--- src/rtl/wash_cycle_timer.sv ---
// wash_cycle_timer
// Prescales CLK into a one-second tick and counts down a per-phase
// duration selected by TIMER_SEL. It reports the remaining seconds and
// the busy status, and sets TIMER_DONE when the count completes.
// Optional feature: define WM_TIMER_DOOR_PAUSE_EN to freeze counting
// while DOOR_SENSOR is low (door open). PAUSED then reports the freeze.
// All outputs are registered. RST is asynchronous and active-low.
module wash_cycle_timer #(
  parameter int TICK_DIV    = 50_000_000,
  parameter int CNT_W       = 16,
  parameter int SHORT_S     = 60,
  parameter int WASH_MED_S  = 1200,
  parameter int WASH_HIGH_S = 1800,
  parameter int SPIN_S      = 300
) (
  input  logic             CLK,
  input  logic             RST,
  input  logic             TIMER_EN,
  input  logic             SPIN_EN,
  input  logic [1:0]       TIMER_SEL,
  input  logic             DOOR_SENSOR,
  output logic             TIMER_DONE,
  output logic             BUSY,
  output logic [CNT_W-1:0] REMAIN,
  output logic             PAUSED
);

  localparam int PW = (TICK_DIV > 1) ? $clog2(TICK_DIV) : 1;
  localparam logic [PW-1:0]    PRE_LAST = PW'(TICK_DIV - 1);
  localparam logic [CNT_W-1:0] D_SHORT  = CNT_W'(SHORT_S);
  localparam logic [CNT_W-1:0] D_MED    = CNT_W'(WASH_MED_S);
  localparam logic [CNT_W-1:0] D_HIGH   = CNT_W'(WASH_HIGH_S);
  localparam logic [CNT_W-1:0] D_SPIN   = CNT_W'(SPIN_S);

  typedef enum logic [1:0] {S_IDLE = 2'd0, S_RUN = 2'd1, S_DONE = 2'd2} state_t;

  state_t           r_state;
  logic [PW-1:0]    r_presc;
  logic [CNT_W-1:0] r_remain;
  logic             r_done;
  logic             r_busy;
  logic             r_paused;

  logic             w_run;
  logic             w_tick;
  logic             w_hold;
  logic [CNT_W-1:0] w_dur;

  assign w_run  = TIMER_EN | SPIN_EN;
  assign w_tick = (r_presc == PRE_LAST);

`ifdef WM_TIMER_DOOR_PAUSE_EN
  // An open door freezes both the prescaler and the seconds count.
  assign w_hold = ~DOOR_SENSOR;
`else
  // The door does not affect counting in this build.
  logic w_unused_door;
  assign w_unused_door = DOOR_SENSOR;
  assign w_hold        = 1'b0;
`endif

  // Select the phase duration. It is only used on the start edge.
  always_comb begin
    w_dur = D_SHORT;
    case (TIMER_SEL)
      2'b00: w_dur = D_SHORT;
      2'b01: w_dur = D_MED;
      2'b10: w_dur = D_HIGH;
      2'b11: w_dur = D_SPIN;
      default: w_dur = D_SHORT;
    endcase
  end

  // Control FSM with the prescaler, the seconds counter and the registered outputs.
  always_ff @(posedge CLK or negedge RST) begin
    if (!RST) begin
      r_state  <= S_IDLE;
      r_presc  <= '0;
      r_remain <= '0;
      r_done   <= 1'b0;
      r_busy   <= 1'b0;
      r_paused <= 1'b0;
    end else begin
      case (r_state)
        S_IDLE: begin
          if (w_run) begin
            r_presc  <= '0;
            r_remain <= w_dur;
            r_paused <= 1'b0;
            // A zero duration completes without ever showing busy.
            if (w_dur == '0) begin
              r_state <= S_DONE;
              r_done  <= 1'b1;
            end else begin
              r_state <= S_RUN;
              r_busy  <= 1'b1;
            end
          end
        end
        S_RUN: begin
          // Dropping run has priority over everything, including the final tick.
          if (!w_run) begin
            r_state  <= S_IDLE;
            r_busy   <= 1'b0;
            r_remain <= '0;
            r_presc  <= '0;
            r_paused <= 1'b0;
          end else if (w_hold) begin
            r_paused <= 1'b1;
          end else begin
            r_paused <= 1'b0;
            if (w_tick) begin
              r_presc <= '0;
              // Stop at zero instead of wrapping. The last second completes the phase.
              if (r_remain <= CNT_W'(1)) begin
                r_remain <= '0;
                r_state  <= S_DONE;
                r_busy   <= 1'b0;
                r_done   <= 1'b1;
              end else begin
                r_remain <= r_remain - CNT_W'(1);
              end
            end else begin
              r_presc <= r_presc + PW'(1);
            end
          end
        end
        S_DONE: begin
          // Hold completion until the controller drops run.
          if (!w_run) begin
            r_state <= S_IDLE;
            r_done  <= 1'b0;
          end
        end
        default: begin
          r_state  <= S_IDLE;
          r_presc  <= '0;
          r_remain <= '0;
          r_done   <= 1'b0;
          r_busy   <= 1'b0;
          r_paused <= 1'b0;
        end
      endcase
    end
  end

  assign TIMER_DONE = r_done;
  assign BUSY       = r_busy;
  assign REMAIN     = r_remain;
  assign PAUSED     = r_paused;

endmodule

--- config.mk ---
export PLATFORM = sky130hd
export DESIGN_NAME = wash_cycle_timer
export DESIGN_NICKNAME = d
export VERILOG_FILES = /design/src/rtl/wash_cycle_timer.sv
export SDC_FILE = /design/constraint.sdc
export NUM_CORES = 1
export LEC_CHECK = 0
export ABC_AREA = 1
export BUFFER_PORTS_ARGS = -buffer_cell sky130_fd_sc_hd__buf_2
export CORE_MARGIN = 2
export CORE_UTILIZATION = 39
export DETAILED_ROUTE_END_ITERATION = 8
export HOLD_SLACK_MARGIN = 0.15
export PLACE_DENSITY = 0.57
export SLEW_MARGIN = 10
export SYNTH_ARGS = -nofsm -noshare
export SYNTH_HDL_FRONTEND = slang
export SYNTH_SLANG_ARGS = --single-unit
--- constraint.sdc ---
create_clock -name CLK -period 2.9 [get_ports CLK]
set_input_delay 0.58 -clock CLK [delete_from_list [all_inputs] [get_ports CLK]]
set_output_delay 0.58 -clock CLK [all_outputs]
set_load 0.01 [all_outputs]
==> key figures, run 1 <==
Setup path
  – Reg2reg start: r_presc[0]$_DFFE_PN0P_
  – CP startpoint kind: flop
  – CP endpoint kind: flop
  – Crit path kind: flop to flop
  – Worst Reg-to-Reg Cells: 11
  – Critical path fanouts, max: 23
  – Worst Path Arrival: 2330 ps
  – FF-to-FF End: REMAIN[12]$_DFFE_PN0P_
  – Worst EP required: 3150 ps
  – Reg2Reg Setup Slack: just over 800 ps

Synth
  – Post-synth top cells: 134 x nand2_1, 82 x nor2_1, 48 x inv_1
  – Post-synth cell types: 30
  – Area contributors post-synth: dfrtp_1 38%, nand2_1 17%, nor2_1 10%, nand3_1 6.8%, inv_1 6.0%
  – Syn Nets: 464
  – Area share of the largest cell type after synthesis: 38.2%
  – Number of synthesized flops with an enable pin: 0
  – Sequential cell area fraction in the yosys report: 38.2%
  – Cells after synthesis: 447
  – Post-synth top area cell: dfrtp_1
  – Async SR Flop Fraction: 100%
  – Yosys Warn Count: 0
  – Seq cells post-synth: 46
  – Most numerous cell in the Yosys netlist: nand2_1
  – Ys flop type: dfrtp_1
  – Syn_area_per_cell: a little under 7 um^2
  – Cell Area, Synth: approximately 0.003 mm^2

STA
  – Max Fclk: 480 MHz
  – Worst clock skew: 8.18 ps
  – Final Cycle Share: 71.8%
  – Pins Over Slew Limit: 0
  – Total Neg Setup Slack: 0 ps
  – RSZ-0062 raised after global routing: false
  – Minimum clock period: roughly 2100 ps
  – Max_slew headroom: 66.4%
  – Final setup fails: 0
  – WHS: 247 ps
  – Worst-Margin Slew: 502 ps
  – Fin. Hold Viols: 0

Cells and area
  – Layout cells sized above 1: around a tenth
  – Footprint of the multi-input gates: 0.00162 mm^2
  – Finished Layout Cells: 578
  – Syn-to-layout area delta: 11.4%
  – Number of nets in the final layout: 492
  – # fillers: 825
  – Register area: between 0.001 and 0.0015 mm^2
  – Ant diodes: 0

Power
  – Total power: approximately 2.7 mW
  – Leakage: 1.75 nW
  – Power per cell area: 818 mW/mm^2
  – Worst IR drop on VDD: 0.377 mV

Outcome
  – Status: finished, final reports clean

Routing
  – Total routed wirelength: ~7400 um
  – Via count: roughly 2.8k
  – Vias per inst: 4.91
  – DRC: 0
  – Final ANT Viol Nets: 0
  – DR WL/cell: 12.7 um
  – Iteration-0 DRC Markers: 127
  – Pre-Repair DR Iteration Count: 4

Die
  – Initial Util: 39.6%
  – Die footprint: 0.00844 mm^2
  – Total core area: 0.00761 mm^2
  – Row cnt: 32
  – Die W: 91.9 um
  – IO Count: 26
  – Chip height: 91.9 um

Clock tree
  – TritonCTS Sinks: 46
  – Worst-path clk slew: 90 ps
  – TritonCTS clock tree: built
  – Num CTS Buffers: 5
  – Clock Latency Late Sink: 310 ps
  – Post-CTS setup buffers: 0
  – Post_cts resized: 0
  – H-tree levels: 2
  – Root buf cell: clkbuf_8
  – CTS hold repair buffers: 0
  – Buffer depth of the longest clock path: 2

GRT
  – First-pass GRT wire length: 12900 um
  – Initial antenna violation count: 0
  – GRT Total Usage: 19.2%
  – Vias in the first global route: 2610
  – Total gr overflow: 0
  – Largest net degree at the start of global routing: 25

Hold path
  – Worst Hold Class: primary input to asynchronous set/reset pin

Placement
  – Cells after DPL: between 500 and 600
  – Routability cong.: 0.898
  – Port Buffer Count: 23
  – Detail Placement HPWL: 5560 um

Flow run
  – Maxcap violations: 0
-- routing by layer --
layer / routed length [um] / global-route usage [%] / vias up
li1: - / - / 1461
met1: 3480 / 25.9 / 1309
met2: 3450 / 31.4 / 59
met4: 106 / 6.09 / 0
met3: 314 / 3.37 / 10
met5: 0 / 0 / -
-- report_power, final --
part           internal, mW  switching [mW]  total, mW
Combinational         0.449           0.892       1.34
Sequential            0.760           0.158      0.918
Clock                 0.254           0.231      0.486
-- worst max path at each step --
stage                             endpoint  slack (ps)              startpoint  cells after the start
global route         REMAIN[0]$_DFFE_PN0P_         530  r_presc[0]$_DFFE_PN0P_                     11
detailed placement   REMAIN[0]$_DFFE_PN0P_         600                 SPIN_EN                     10
finish              REMAIN[12]$_DFFE_PN0P_         820  r_presc[0]$_DFFE_PN0P_                     11
floorplan            REMAIN[7]$_DFFE_PN0P_        1270   REMAIN[0]$_DFFE_PN0P_                     10
CTS                  REMAIN[0]$_DFFE_PN0P_         780  r_presc[0]$_DFFE_PN0P_                     11
global placement    REMAIN[12]$_DFFE_PN0P_         640                 SPIN_EN                     10
-- final cells by class --
cell class	count	share of cell area [%]
Clock buffer	5	2.05
Clock inverter	3	1.19
Inverter	50	5.59
Multi-Input combinational cell	343	48.3
Sequential cell	46	34.3
Tap cell	102	3.80
Timing Repair Buffer	29	4.77
-- cells in the final DEF, fill, tap and decap left out --
cell type	n
nor2_4	1
a21oi_1	6
buf_4	6
buf_2	23
nor4_1	1
nand3_1	41
nand2_2	4
xnor2_1	5
o21ai_1	2
nand4_1	6
conb_1	1
bufinv_16	1
clkbuf_8	5
nor3b_1	1
nor3_1	11
a21o_1	1
ha_1	10
nand2_1	134
dfrtp_1	46
inv_2	2
inv_1	48
o21bai_1	1
a31oi_1	2
nor2_1	82
o22ai_1	3
o21ai_0	19
a21oi_4	1
clkinv_2	2
nor2_2	3
nand3_2	1
xor2_1	7
-- kinds of logic after synthesis --
| group | synth area share, % |
|---|---|
| and+or+nand+nor | 39.4 |
| buffers and inverters | 7.98 |
| DFF | 38.2 |
| AOI/OAI and AO/OA | 6.57 |
| xor gates and xnor gates | 3.49 |
| adders and majority gates | 4.16 |
| other | 0.125 |
-- critical path, stage by stage, from the launching register on --
cell     delay, ps
dfrtp_1        390
ha_1           210
nand2_1        110
nor2_4         110
nand3_2        100
nor2_1         140
nand2_2        100
nand2_2        150
nand2_2        330
nor2_1         240
nand2_1         70
nand2_1         50
-- per-stage QoR --
step	setup slack (ps)	instance area (um^2)	util [%]
finish	817	3350	44.1
global route	534	3350	44.1
CTS	781	3350	44.1
detailed placement	600	3250	42.7
global placement	640	3250	42.7
floorplan	1270	3010	-
-- flip-flops by register name, summed over array words and instances (netlist names) --
register / cells
BUSY: 1
r_presc: 26
r_state: 2
REMAIN: 16
TIMER_DONE: 1
Power figures use the tool's default switching activity.
==> inputs of run 2 (changes only) <==
--- a/config.mk
+++ b/config.mk
@@ -11,7 +11,7 @@
 export CORE_UTILIZATION = 39
 export DETAILED_ROUTE_END_ITERATION = 8
 export HOLD_SLACK_MARGIN = 0.15
-export PLACE_DENSITY = 0.57
+export PLACE_DENSITY = 0.59
 export SLEW_MARGIN = 10
 export SYNTH_ARGS = -nofsm -noshare
 export SYNTH_HDL_FRONTEND = slang
==> constraint.sdc (replaced) <==
create_clock -name CLK -period 1.9 [get_ports CLK]
set_input_delay 0.38 -clock CLK [delete_from_list [all_inputs] [get_ports CLK]]
set_output_delay 0.38 -clock CLK [all_outputs]
set_load 0.01 [all_outputs]
==> key figures, run 2 (synthesis results as in run 1) <==
Setup path
  – Reg2Reg Setup Slack: 150 ps (was 820 ps)
  – Worst Path Arrival: 1950 ps (was 2330 ps)
  – FF-to-FF End: r_presc[15]$_DFFE_PN0P_ (was REMAIN[12]$_DFFE_PN0P_)
  – Crit path kind: flop to flop (unchanged)
  – Critical path fanouts, max: 11 (was 23)
  – Reg2reg start: r_presc[0]$_DFFE_PN0P_ (unchanged)
  – CP endpoint kind: flop (unchanged)
  – Worst EP required: 2100 ps (was 3150 ps)
  – CP startpoint kind: flop (unchanged)
  – Worst Reg-to-Reg Cells: 11 (unchanged)

Routing
  – DRC: 0 (unchanged)
  – Total routed wirelength: 7580 um (was 7360 um)
  – Via count: 2909 (was 2839)
  – Final ANT Viol Nets: 0 (unchanged)
  – Iteration-0 DRC Markers: 171 (was 127)
  – Vias per inst: 4.91 (about the same)
  – Pre-Repair DR Iteration Count: 4 (unchanged)
  – DR WL/cell: 12.8 um (was 12.7 um)

Die
  – Row cnt: 32 (unchanged)
  – Initial Util: 39.6% (unchanged)
  – Chip height: 91.9 um (unchanged)
  – IO Count: 26 (unchanged)
  – Die W: 91.9 um (unchanged)
  – Total core area: 0.00761 mm^2 (unchanged)
  – Die footprint: 0.00844 mm^2 (unchanged)

GRT
  – Vias in the first global route: 2761 (was 2610)
  – GR peak layer: met2 (unchanged)
  – Total gr overflow: 0 (unchanged)
  – First-pass GRT wire length: 13200 um (was 12900 um)
  – Largest net degree at the start of global routing: 30 (was 25)
  – Met2 usage in global routing: 30.9% (was 31.4%)
  – M1 GR Usage: 27.1% (was 25.9%)
  – Initial antenna violation count: 0 (unchanged)
  – Met3 Track Usage GR: 2.63% (was 3.37%)
  – GRT Total Usage: 19.3% (was 19.2%)

Hold path
  – Hold path endpoint: r_state[1]$_DFFE_PN0P_
  – Worst Hold Class: primary input to flop (was primary input to asynchronous set/reset pin)
  – Min-delay src: TIMER_EN
  – Hold Crit Depth: 5

Cells and area
  – Ant diodes: 0 (unchanged)
  – Syn-to-layout area delta: 17.3% (was 11.4%)
  – Layout cells sized above 1: 14.1% (was 10.3%)
  – Commonest non-fill, non-tap cells in the layout: 133 x nand2_1, 80 x nor2_1, 47 x inv_1 (was 134 x nand2_1, 82 x nor2_1, 48 x inv_1)
  – Reg with most FFs: r_presc (unchanged)
  – Register area: 0.00115 mm^2 (unchanged)
  – Footprint of the multi-input gates: 0.00165 mm^2 (was 0.00162 mm^2)
  – Number of nets in the final layout: 507 (was 492)
  – Finished Cell Area: 0.00353 mm^2 (was 0.00335 mm^2)
  – # fillers: 813 (was 825)
  – Largest register FFs: 26 (unchanged)
  – Commonest non-fill, non-tap cell in the layout: nand2_1 (unchanged)

Clock tree
  – H-tree levels: 2 (unchanged)
  – Num CTS Buffers: 5 (unchanged)
  – TritonCTS clock tree: built (unchanged)
  – TritonCTS Sinks: 46 (unchanged)
  – Buffer depth of the longest clock path: 2 (unchanged)
  – Worst-path clk slew: 90 ps (about the same)
  – Clock Latency Late Sink: 310 ps (about the same)
  – Root buf cell: clkbuf_8 (unchanged)

Flow run
  – Maxcap violations: 0 (unchanged)

STA
  – WHS: 503 ps (was 247 ps)
  – Worst clock skew: 9.15 ps (was 8.18 ps)
  – Fin. Hold Viols: 0 (unchanged)
  – Final Cycle Share: 91.9% (was 71.8%)
  – Pins Over Slew Limit: 0 (unchanged)
  – Final setup fails: 0 (unchanged)
  – Final worst slack: 155 ps (was 817 ps)
  – Max Fclk: 573 MHz (was 480 MHz)
  – RSZ-0062 raised after global routing: true (was false)
  – Minimum clock period: 1750 ps (was 2080 ps)
  – Total Neg Setup Slack: 0 ps (unchanged)

Placement
  – Area after DPL: 0.00338 mm^2 (was 0.00325 mm^2)
  – Detail Placement HPWL: 5830 um (was 5560 um)
  – Routability cong.: 0.922 (was 0.898)
  – Post-Place Setup Slack: 71.0 ps (was 600 ps)
  – Port Buffer Count: 23 (unchanged)

Power
  – Worst IR drop on VDD: 0.638 mV (was 0.377 mV)
  – Power per cell area: 1250 mW/mm^2 (was 818 mW/mm^2)
  – Leakage: 1.83 nW (was 1.75 nW)

Outcome
  – Status: finished, final reports clean (unchanged)
run 2: repair_timing:
action	CTS	global route
setup buffers	0	1
setup endpoints to repair	0	26
gates resized for setup	0	11
hold buffers	1	0
endpoints found under the hold margin	17	0
run 2: how the worst max path moves through the flow:
stage                            from                       to  slack [ps]  depth (start not counted)
2_1_floorplan   REMAIN[0]$_DFFE_PN0P_    REMAIN[7]$_DFFE_PN0P_         270                         10
3_3_place_gp   r_presc[0]$_DFFE_PN0P_  r_presc[15]$_DFFE_PN0P_         110                         11
3_5_place_dp   r_presc[0]$_DFFE_PN0P_  r_presc[15]$_DFFE_PN0P_          70                         11
4_1_cts        r_presc[0]$_DFFE_PN0P_  r_presc[15]$_DFFE_PN0P_          60                         11
5_1_grt        r_presc[0]$_DFFE_PN0P_  r_presc[15]$_DFFE_PN0P_         -20                         11
6_report       r_presc[0]$_DFFE_PN0P_  r_presc[15]$_DFFE_PN0P_         150                         11
run 2: final cells by class:
type / count / area share [%]
Clock buffer: 6 / 2.34
Clock inverter: 2 / 0.354
Inverter: 50 / 5.32
Multi-Input combinational cell: 343 / 46.7
Sequential cell: 46 / 32.6
Tap cell: 102 / 3.61
Timing Repair Buffer: 44 / 9.07
run 2: per-layer routing:
metal,vias to the layer above,part of all wire (%)
li1,1494,-
met1,1346,48
met2,57,46
met3,12,4.1
met4,0,1.6
met5,-,0
run 2: stage by stage:
stage               total power [mW]  utilization (%)  std cells
finish                          4.40             46.4        593
global route                    4.82             46.4        593
CTS                             4.37             45.8        592
detailed placement              3.70             44.4        583
global placement                3.68             44.4        583
floorplan                       2.89                -        447
run 2: worst max-delay path: stages (launching register included):
cell and delay (ps):
dfrtp_1 390, ha_2 200, nand2_1 100, nor2_4 140, nand3_4 90, nor2_2 120
nand2_2 90, nand2_2 100, nand2_4 110, buf_12 160, o21ai_0 70, nor2_1 50
run 2: power breakdown:
part | total (mW) | internal, mW | switching [mW]
Combinational | 2.37 | 0.913 | 1.46
Clock | 0.653 | 0.293 | 0.360
Sequential | 1.38 | 1.16 | 0.216
==> inputs of run 3 (changes only) <==
--- a/config.mk
+++ b/config.mk
@@ -7,6 +7,7 @@
 export LEC_CHECK = 0
 export ABC_AREA = 1
 export BUFFER_PORTS_ARGS = -buffer_cell sky130_fd_sc_hd__buf_2
+export CORE_ASPECT_RATIO = 1.75
 export CORE_MARGIN = 2
 export CORE_UTILIZATION = 39
 export DETAILED_ROUTE_END_ITERATION = 8
==> key figures, run 3 (synthesis results as in run 1) <==
Clock tree
  – Root buf cell: clkbuf_16 (was clkbuf_8)
  – Worst-path clk slew: 60 ps (was 90 ps)
  – Buffer depth of the longest clock path: 2 (unchanged)
  – Clock Latency Late Sink: 290 ps (was 310 ps)
  – TritonCTS Sinks: 46 (unchanged)
  – TritonCTS clock tree: built (unchanged)
  – H-tree levels: 2 (unchanged)
  – Num CTS Buffers: 5 (unchanged)

Routing
  – Iteration-0 DRC Markers: 143 (was 171)
  – Pre-Repair DR Iteration Count: 4 (unchanged)
  – DR WL/cell: 13.8 um (was 12.8 um)
  – Vias per inst: 5.05 (was 4.91)
  – Final ANT Viol Nets: 0 (unchanged)
  – Via count: 2951 (was 2909)
  – Total routed wirelength: 8050 um (was 7580 um)
  – DRC: 0 (unchanged)

Cells and area
  – Largest register FFs: 26 (unchanged)
  – Number of nets in the final layout: 514 (was 507)
  – Commonest non-fill, non-tap cell in the layout: nand2_1 (unchanged)
  – Finished Layout Cells: 584 (was 593)
  – Commonest non-fill, non-tap cells in the layout: 133 x nand2_1, 80 x nor2_1, 48 x inv_1 (was 133 x nand2_1, 80 x nor2_1, 47 x inv_1)
  – Ant diodes: 0 (unchanged)
  – Final core utilization: 47.4% (was 46.4%)
  – Syn-to-layout area delta: 18.2% (was 17.3%)
  – Reg with most FFs: r_presc (unchanged)
  – Layout cells sized above 1: 14.7% (was 14.1%)

Placement
  – Cells after DPL: 577 (was 583)
  – Port Buffer Count: 23 (unchanged)
  – Routability cong.: 0.937 (was 0.922)
  – Detail Placement HPWL: 6250 um (was 5830 um)

STA
  – Final Cycle Share: 94.1% (was 91.9%)
  – WHS: 191 ps (was 503 ps)
  – Pins Over Slew Limit: 0 (unchanged)
  – Worst clock skew: 4.43 ps (was 9.15 ps)
  – Max_slew headroom: 58.9%
  – Final setup fails: 0 (unchanged)
  – Minimum clock period: 1790 ps (was 1750 ps)
  – Max Fclk: 559 MHz (was 573 MHz)
  – Total Neg Setup Slack: 0 ps (unchanged)
  – Fin. Hold Viols: 0 (unchanged)
  – Worst-Margin Slew: 616 ps

Setup path
  – CP max stage cell: dfrtp_1 (unchanged)
  – CP delay by family, top: simple AND/OR/NAND/NOR gates (unchanged)
  – Crit path top cell by count: nand2_2 (unchanged)
  – Critical path fanouts, max: 8 (was 11)
  – CP endpoint kind: flop (unchanged)
  – Worst EP required: 2070 ps (was 2100 ps)
  – Worst Path Arrival: 1960 ps (was 1950 ps)
  – CP Cell Sequence: ha_2 -> nand2_1 -> nor2_4 -> nand3_2 -> nor2_2 -> nand2_2 -> nand2_2 -> nand2_4 -> buf_4 -> o21ai_0 -> nor2_1 (was ha_2 -> nand2_1 -> nor2_4 -> nand3_4 -> nor2_2 -> nand2_2 -> nand2_2 -> nand2_4 -> buf_12 -> o21ai_0 -> nor2_1)
  – Crit path kind: flop to flop (unchanged)
  – CP startpoint kind: flop (unchanged)
  – Crit path largest cell delay: 380 ps (was 390 ps)
  – CP Buf/Inv Count: 1 (unchanged)

Die
  – Die footprint: 0.00847 mm^2 (was 0.00844 mm^2)
  – Die W: 70.4 um (was 91.9 um)
  – Initial Util: 40.1% (was 39.6%)
  – IO Count: 26 (unchanged)
  – Row cnt: 42 (was 32)
  – Total core area: 0.00751 mm^2 (was 0.00761 mm^2)
  – Chip height: 120 um (was 91.9 um)

Outcome
  – Status: finished, final reports clean (unchanged)

GRT
  – Total gr overflow: 0 (unchanged)
  – First-pass GRT wire length: 13400 um (was 13200 um)
  – Largest net degree at the start of global routing: 47 (was 30)
  – Initial antenna violation count: 0 (unchanged)
  – GRT Total Usage: 20.2% (was 19.3%)
  – Vias in the first global route: 3041 (was 2761)

Power
  – Power per cell area: 1320 mW/mm^2 (was 1250 mW/mm^2)
  – Leakage: 1.87 nW (was 1.83 nW)
  – Worst IR drop on VDD: 0.685 mV (was 0.638 mV)
  – Total power: 4.69 mW (was 4.40 mW)

Flow run
  – Maxcap violations: 0 (unchanged)

Hold path
  – Worst Hold Class: primary input to asynchronous set/reset pin (was primary input to flop)
[run 3: final timing paths]
path,cells after the start,from,to,slack [ps]
setup / recovery,11,r_presc[1]$_DFFE_PN0P_,r_presc[2]$_DFFE_PN0P_,110
hold / removal,2,RST,r_presc[25]$_DFFE_PN0P_,190
setup reg to reg,11,r_presc[1]$_DFFE_PN0P_,r_presc[2]$_DFFE_PN0P_,110
hold reg to reg,2,BUSY$_DFFE_PN0P_,BUSY$_DFFE_PN0P_,500
max in group asynchronous,2,RST,REMAIN[13]$_DFFE_PN0P_,1290
min in group CLK,2,BUSY$_DFFE_PN0P_,BUSY$_DFFE_PN0P_,500
[run 3: area by class of cell]
| type | count | area, um^2 |
|---|---|---|
| inverter | 50 | 188 |
| clock buffer | 6 | 139 |
| multi-input combinational | 343 | 1630 |
| fill | 770 | 3960 |
| sequential | 46 | 1150 |
| timing repair buffer | 51 | 338 |
| tap | 88 | 110 |
[run 3: layer usage]
layer	vias up	track usage [%]	routed length, um
met1	1356	18.9	2930
met3	30	3.33	218
li1	1509	-	-
met2	56	39.0	4450
met4	0	12.6	459
met5	-	0	0
[run 3: through the flow]
stage / area [um^2] / setup slack, ps
floorplan: 3010 / 266
CTS: 3540 / 28.7
global route: 3560 / -3.24
detailed placement: 3400 / 43.6
finish: 3560 / 111
global placement: 3400 / 93.5
[run 3: repair_timing]
item	in CTS	in global routing
buffers inserted	0	1
hold buffers	0	0
endpoints found under the setup margin	0	23
gates resized for setup	0	5
[run 3: worst register-to-register path, stage by stage, from the launching register on]
cell	delay [ps]
dfrtp_1	380
ha_2	210
nand2_1	100
nor2_4	130
nand3_2	110
nor2_2	130
nand2_2	90
nand2_2	100
nand2_4	90
buf_4	180
o21ai_0	100
nor2_1	70
[run 3: where the power goes]
group | total [mW] | switching, mW | internal (mW)
Clock | 0.863 | 0.354 | 0.509
Combinational | 2.48 | 1.54 | 0.944
Sequential | 1.34 | 0.179 | 1.16
Total | 4.69 | 2.07 | 2.62
